## config.mk

```make
export PLATFORM = sky130hd
export DESIGN_NAME = cp0_exc_ctrl
export DESIGN_NICKNAME = d
export VERILOG_FILES = /design/src/rtl/cp0_exc_ctrl.sv
export SDC_FILE = /design/constraint.sdc
export NUM_CORES = 1
export LEC_CHECK = 0
export BUFFER_PORTS_ARGS = -buffer_cell sky130_fd_sc_hd__buf_2
export CAP_MARGIN = 0
export CORE_MARGIN = 5
export CORE_UTILIZATION = 46
export DETAILED_ROUTE_END_ITERATION = 16
export PLACE_DENSITY = 0.81
export SYNTH_ARGS = -nofsm -noshare
export SYNTH_HDL_FRONTEND = slang
export SYNTH_SLANG_ARGS = --single-unit
```

## constraint.sdc

```tcl
create_clock -name clk -period 1.61 [get_ports clk]
set_input_delay 0.0805 -clock clk [delete_from_list [all_inputs] [get_ports clk]]
set_output_delay 0.0805 -clock clk [all_outputs]
set_load 0.01 [all_outputs]
```

## src/rtl/cp0_exc_ctrl.sv

```systemverilog
// CP0 exception/ERET sequencer. Owns the CP0 read and write ports: pipeline MFC0/MTC0
// pass straight through when idle, otherwise Status/Cause/EPC are read-modify-written.
module cp0_exc_ctrl #(
    parameter int unsigned       ADDR_W      = 5,
    parameter logic [ADDR_W-1:0] ADDR_STATUS = ADDR_W'(12),
    parameter logic [ADDR_W-1:0] ADDR_CAUSE  = ADDR_W'(13),
    parameter logic [ADDR_W-1:0] ADDR_EPC    = ADDR_W'(14),
    parameter logic [31:0]       EXC_VECTOR  = 32'hBFC0_0380
) (
    input  logic              clk,
    input  logic              rst,
    input  logic              exc_valid,
    input  logic [4:0]        exc_code,
    input  logic [31:0]       exc_pc,
    input  logic              exc_bd,
    input  logic              eret_valid,
    input  logic              mtc0_en,
    input  logic [ADDR_W-1:0] mtc0_addr,
    input  logic [31:0]       mtc0_data,
    input  logic [ADDR_W-1:0] mfc0_addr,
    output logic [31:0]       mfc0_data,
    output logic [ADDR_W-1:0] cp0_read_addr,
    input  logic [31:0]       cp0_rdata,
    output logic              cp0_write_en,
    output logic [ADDR_W-1:0] cp0_write_addr,
    output logic [31:0]       cp0_write_data,
    output logic              stall,
    output logic              flush,
    output logic [31:0]       redirect_pc
);

    localparam int unsigned DATA_W = 32;
    localparam logic [DATA_W-1:0] EXL_MASK = DATA_W'(2);

    typedef enum logic [3:0] {
        IDLE,
        X_RD_STATUS,
        X_RD_CAUSE,
        X_WR_EPC,
        X_WR_CAUSE,
        X_WR_STATUS,
        R_RD_EPC,
        R_RD_STATUS,
        R_WR_STATUS,
        REDIRECT
    } state_e;

    state_e              state_q;
    logic [4:0]          code_q;
    logic [DATA_W-1:0]   pc_q;
    logic                bd_q;
    logic                eret_q;
    logic [DATA_W-1:0]   status_q;
    logic [DATA_W-1:0]   epc_q;
    logic [23:0]         cause_hi_q;
    logic [1:0]          cause_lo_q;

    // Sequencer state and captured request / CP0 contents.
    always_ff @(posedge clk) begin
        if (!rst) begin
            state_q    <= IDLE;
            code_q     <= '0;
            pc_q       <= '0;
            bd_q       <= 1'b0;
            eret_q     <= 1'b0;
            status_q   <= '0;
            epc_q      <= '0;
            cause_hi_q <= '0;
            cause_lo_q <= '0;
        end else begin
            case (state_q)
                IDLE: begin
                    if (exc_valid) begin
                        code_q  <= exc_code;
                        pc_q    <= exc_pc;
                        bd_q    <= exc_bd;
                        eret_q  <= 1'b0;
                        state_q <= X_RD_STATUS;
                    end else if (eret_valid) begin
                        eret_q  <= 1'b1;
                        state_q <= R_RD_EPC;
                    end
                end
                X_RD_STATUS: begin
                    status_q <= cp0_rdata;
                    state_q  <= X_RD_CAUSE;
                end
                X_RD_CAUSE: begin
                    cause_hi_q <= cp0_rdata[30:7];
                    cause_lo_q <= cp0_rdata[1:0];
                    // Nested exception (EXL already set) keeps the original EPC.
                    state_q    <= status_q[1] ? X_WR_CAUSE : X_WR_EPC;
                end
                X_WR_EPC:    state_q <= X_WR_CAUSE;
                X_WR_CAUSE:  state_q <= X_WR_STATUS;
                X_WR_STATUS: state_q <= REDIRECT;
                R_RD_EPC: begin
                    epc_q   <= cp0_rdata;
                    state_q <= R_RD_STATUS;
                end
                R_RD_STATUS: begin
                    status_q <= cp0_rdata;
                    state_q  <= R_WR_STATUS;
                end
                R_WR_STATUS: state_q <= REDIRECT;
                REDIRECT:    state_q <= IDLE;
                default:     state_q <= IDLE;
            endcase
        end
    end

    // Port drive: pass-through in IDLE, sequencer-owned elsewhere, all quiet in reset.
    always_comb begin
        mfc0_data      = '0;
        cp0_read_addr  = '0;
        cp0_write_en   = 1'b0;
        cp0_write_addr = '0;
        cp0_write_data = '0;
        stall          = 1'b0;
        flush          = 1'b0;
        redirect_pc    = '0;
        if (rst) begin
            case (state_q)
                IDLE: begin
                    cp0_read_addr  = mfc0_addr;
                    mfc0_data      = cp0_rdata;
                    cp0_write_en   = mtc0_en && !exc_valid && !eret_valid;
                    cp0_write_addr = mtc0_addr;
                    cp0_write_data = mtc0_data;
                end
                X_RD_STATUS: begin
                    stall         = 1'b1;
                    cp0_read_addr = ADDR_STATUS;
                end
                X_RD_CAUSE: begin
                    stall         = 1'b1;
                    cp0_read_addr = ADDR_CAUSE;
                end
                X_WR_EPC: begin
                    stall          = 1'b1;
                    cp0_write_en   = 1'b1;
                    cp0_write_addr = ADDR_EPC;
                    cp0_write_data = pc_q;
                end
                X_WR_CAUSE: begin
                    stall          = 1'b1;
                    cp0_write_en   = 1'b1;
                    cp0_write_addr = ADDR_CAUSE;
                    cp0_write_data = {bd_q, cause_hi_q, code_q, cause_lo_q};
                end
                X_WR_STATUS: begin
                    stall          = 1'b1;
                    cp0_write_en   = 1'b1;
                    cp0_write_addr = ADDR_STATUS;
                    cp0_write_data = status_q | EXL_MASK;
                end
                R_RD_EPC: begin
                    stall         = 1'b1;
                    cp0_read_addr = ADDR_EPC;
                end
                R_RD_STATUS: begin
                    stall         = 1'b1;
                    cp0_read_addr = ADDR_STATUS;
                end
                R_WR_STATUS: begin
                    stall          = 1'b1;
                    cp0_write_en   = 1'b1;
                    cp0_write_addr = ADDR_STATUS;
                    cp0_write_data = status_q & ~EXL_MASK;
                end
                REDIRECT: begin
                    stall       = 1'b1;
                    flush       = 1'b1;
                    redirect_pc = eret_q ? epc_q : EXC_VECTOR;
                end
                default: begin
                    stall = 1'b1;
                end
            endcase
        end
    end

endmodule

```

---- Yosys cells after proc, flatten, opt, wreduce, memory -nomap -nowiden ----
Cells that the tools add are included.
storage, ports and cells
  output and inout port bits .............. 109
  bits in registers ....................... 133
  word-level logic and storage cells ...... 53
  input port bits ......................... 117
operators by class
  multiplexer cells ....................... 23
  equal/unequal tests ..................... 10
  reduce and logical (&&, ||, !) cells .... 11
operators with widths
  cell                  number
  $mux W32              6
  $pmux W32 S5          1
  $pmux W5 S4           2
  $pmux W4 S8           1
  $eq A4 B3 Y1 const B  4
  $mux W5               2
  $eq A4 B2 Y1 const B  2
  $eq A4 B4 Y1 const B  2
  $mux W4               2
  $mux W1               7
  $eq A4 B1 Y1 const B  1
  $logic_not A4 Y1      1
  $reduce_and A2 Y1     2
  $reduce_or A2 Y1      2
  $reduce_or A4 Y1      1
  $mux W3               1
  $ne A3 B3 Y1 const B  1
  $logic_and A1 B1 Y1   2
  $logic_not A1 Y1      2
  $pmux W1 S2           1
  $reduce_bool A2 Y1    1

---- Longest topological paths before layout ----
  depth in word-level cells ............... 5
  depth in mapped cells ................... 7
  depth with buffers taken out ............ 4

---- Worst setup path after synthesis ----
No wires, ideal clock.
  path kind ............................... register -> output
  start point ............................. register state_q[1]
  end point ............................... output port cp0_write_data[10]
  arrival ................................. 1.565 ns
  data required time ...................... 1.529 ns
  cell stages (with the launch flop) ...... 7
  setup slack ............................. -0.035 ns
  buffers on the path ..................... 2
  cells stage by stage .................... dfxtp_1 buf_4 or4b_4 o31ai_4 buf_12 a22oi_2 a21oi_2
between the ends
  word-level cells in the longest chain between the ends .. 3
  elaborated cells on any way between the ends .. 7
  classes of those cells .................. eq/ne: 4; mux: 2; reduce/logical: 1
RTL lines
  item                                        line  RTL
  start: declaration                          48    state_e state_q;
  start signal: assignment                    92    state_q <= status_q[1] ? X_WR_CAUSE : X_WR_EPC;
  $eq A4 B4 Y1, or another cell as far along  123   case (state_q)
  $pmux W32 S5 *                              123
  $mux W32 *                                  122   if (rst) begin
  end: declaration                            26    output logic [31:0] cp0_write_data,
Mark *: on every way between the ends. The rest lies on a longest branch, timed or not.

---- Worst setup path in the final report ----
  start point ............................. register state_q[2]
  end point ............................... output port cp0_write_data[28]
Same word-level chain as after synthesis.

==> qor.yml <==
status:
  status: "finished with violations"
  failed_checks: "setup timing"
sta:
  fin_skew_ns: 0.00946
  whs_ns: 0.0410
  timing.final.ws_setup_ns: -0.580
  maxSlewHeadroom: 0.757
  hold_viol: 0
  fin_crit_ns: 2.19
  maxSlewViolCount: 0
  setup_tns_ns: -58.76
  rsz0062_at_grt: "true"
  finalSetupViolCount: 169
  worst_pin_slew_ns: 0.362
  post-route-period-util: 1.36
  max_freq_mhz: 457
synth:
  netlist_area_mm2: 0.00692
  avgSynthCellArea_um2: 7.98
  synth-edff-count: 0
  seq_area_frac_synth: 0.385
  syn_nets: 984
  synthCells: 867
  yosysTopAreaCellShare: 0.385
  synth-seq-cells: 133
  yosysTopAreaCell: "dfxtp_1"
  synth-async-reset-ratio: 0
  synth_area_leaders: "dfxtp_1 (38%), nand2_1 (16%), a21boi_0 (8.1%)"
  synth_cell_type_count: 38
  synthFlopType: "dfxtp_1"
  synth_warnings: 0
global_route:
  antenna_found_initial: 1
  top_usage_layer: "met2"
  grt_pass1_vias: 7336
  grt_pass1_wl_um: 39400
  use_met2: 0.472
  grt_max_degree: 88
  grt_util_met3: 0.0691
  met1_usage: 0.342
  grt_usage: 0.280
  overflow: 0
detailed_routing:
  finalWirelength_um: 27200
  drc_errors: 0
  first_pass_iters: 7
  drtAntennaViolNets: 0
  via_per_inst: 5.58
  vias: 7759
  wire_per_inst_um: 19.6
  drt_iter0_drc: 709
power_and_ir_drop:
  power.leakage_nw: 4.53
  net-switching-power_mw: 6.26
  peakVddDrop_mv: 0.895
  p_per_area_mw_per_mm2: 1510
  p_clk_frac: 0.229
  sw_frac_of_total: 0.386
  power_frac_comb: 0.510
  p_int_mw: 9.98
  seqPwrFrac: 0.262
floorplanning:
  start_util: 0.472
  dieHeight_um: 133
  ios: 226
  chipWidth_um: 133
  core_area_mm2: 0.0146
  die_area_mm2: 0.0176
  fp-row-count: 44
flow_run:
  max_cap_viol_count: 0
setup_path:
  timing.rr.end: "pc_q[31]"
  crit_arrival_ns: 2.11
  timing.rr.start: "state_q[1]"
  cp_max_fo: 18
  r2r.worst_path.cells: 9
  crit_required_ns: 1.53
  criticalPathCategory: "flop to primary output"
  start_kind: "flop"
  cp-end-kind: "primary output"
  reg2reg_slack_ns: -0.33
hold_path:
  hp-start: "rst"
  hold_end: "status_q[5]"
  hold_path.class: "input port to flop"
  whs_path_depth: 2
clocking:
  cts.reportedPaths.clkPinSlew_ns: 0.06
  cts_buffer_depth: 2
  clock-sinks: 133
  cts_tree: "built"
  numCtsBuffers: 17
  h-tree-depth: 4
  clock_tree.root_cell: "clkbuf_16"
  clk_latency_ns: 0.42
final_layout:
  final_area_mm2: 0.0107
  drive_gt1_frac: 0.389
  area_growth_pct: 55.1
  nets: 1310
placed_design:
  dpl.hpwl_um: 16100
  placed_area_mm2: 0.00855
  gp_congestion: 0.935
  io_buffers: 225
==> area by class of cell <==
type	count	area, um2
tap	184	230
clock buffer	20	457
sequential	133	2670
antenna	1	2.50
clock inverter	11	105
multi-input combinational	652	4090
timing repair buffer	384	3160
fill	968	3910
inverter	5	18.8
==> cell usage in the layout, fill, tap and decap left out, drive strengths merged, types with 14 or more instances in the layout <==
cell           n
a21boi       130
a21oi         39
a22o          31
a22oi         31
and2          22
and3          35
buf          308
clkbuf        22
dfxtp        133
dlygate4sd3   72
nand2        297
nor2          18
o21a          14
==> registers in the layout (all words and copies together) (netlist names) <==
signal and count:
eret_q 1, epc_q 32, cause_lo_q 2, code_q 5
status_q 32, state_q 4, cause_hi_q 24, bd_q 1
pc_q 32
==> power groups by stage <==
stage / Combinational (mW) / Clock [mW] / Sequential [mW]
6_report: 8.27 / 3.71 / 4.25
5_1_grt: 8.76 / 3.87 / 4.30
4_1_cts: 7.32 / 3.72 / 4.22
3_5_place_dp: 6.10 / 0 / 4.28
3_3_place_gp: 6.03 / 0 / 4.25
2_1_floorplan: 3.84 / 0 / 4.18
==> through the flow <==
step           instances  setup slack (ns)  total power, mW   util
2_1_floorplan        867           -0.0183             8.02      -
3_3_place_gp        1254           -0.0670             10.3  0.584
3_5_place_dp        1254           -0.0761             10.4  0.584
4_1_cts             1374            -0.525             15.3  0.696
5_1_grt             1390            -0.660             16.9  0.733
6_report            1390            -0.580             16.2  0.733
==> cells by family after synthesis <==
kind of cell    synth area share
flops                      0.385
simple gates               0.249
compound gates             0.308
buf+inv                   0.0575
==> what timing repair did <==
| item | 4_1_cts | 5_1_grt |
|---|---|---|
| gates cloned | 9 | 6 |
| pin swaps | 4 | 32 |
| hold endpoints to repair | 129 | 0 |
| resized for setup | 41 | 95 |
| endpoints found under the setup margin | 114 | 232 |
| hold buffers | 72 | 0 |
| buffers inserted | 9 | 9 |
==> per-layer routing <==
metal | up-vias | share of wire
met4 | 0 | 0.034
met3 | 80 | 0.076
met5 | - | 0
met2 | 401 | 0.49
met1 | 3678 | 0.40
li1 | 3600 | -
==> worst max-delay path by stage <==
stage                    start  slack (ns)                  to  depth (start not counted)
floorplan           state_q[1]       -0.02  cp0_write_data[10]                          6
global placement    state_q[2]       -0.07  cp0_write_data[12]                          6
detailed placement  state_q[2]       -0.08  cp0_write_data[12]                          6
CTS                 state_q[1]       -0.52  cp0_write_data[22]                          7
global route        state_q[2]       -0.66  cp0_write_data[12]                          7
finish              state_q[2]       -0.58  cp0_write_data[28]                          7
==> worst max-delay path, cell delays in order (launching register included) <==
cell and delay, ns:
dfxtp_2 0.33, buf_4 0.20, nand3b_1 0.27, a21oi_2 0.26
o21ai_4 0.13, buf_12 0.19, a21oi_2 0.14, buf_2 0.15
==> cells in the mapped netlist (2+ instances only) <==
cell type  instances
a21oi_1            9
a22o_1            31
dfxtp_1          133
a21boi_1          55
a21boi_0          75
nor3_2             2
o21a_1            14
nor2_1            17
buf_12             3
buf_4              4
nand2b_1           8
a22oi_2           30
and2_1            22
o21ba_2            2
inv_1              5
nor3_1             3
o21ai_0            2
and3_1            35
nand2_1          297
nor2b_1            5
a21oi_2           30
buf_2             21
clkbuf_1          49
Note: power is estimated with default switching activity, not from simulation.
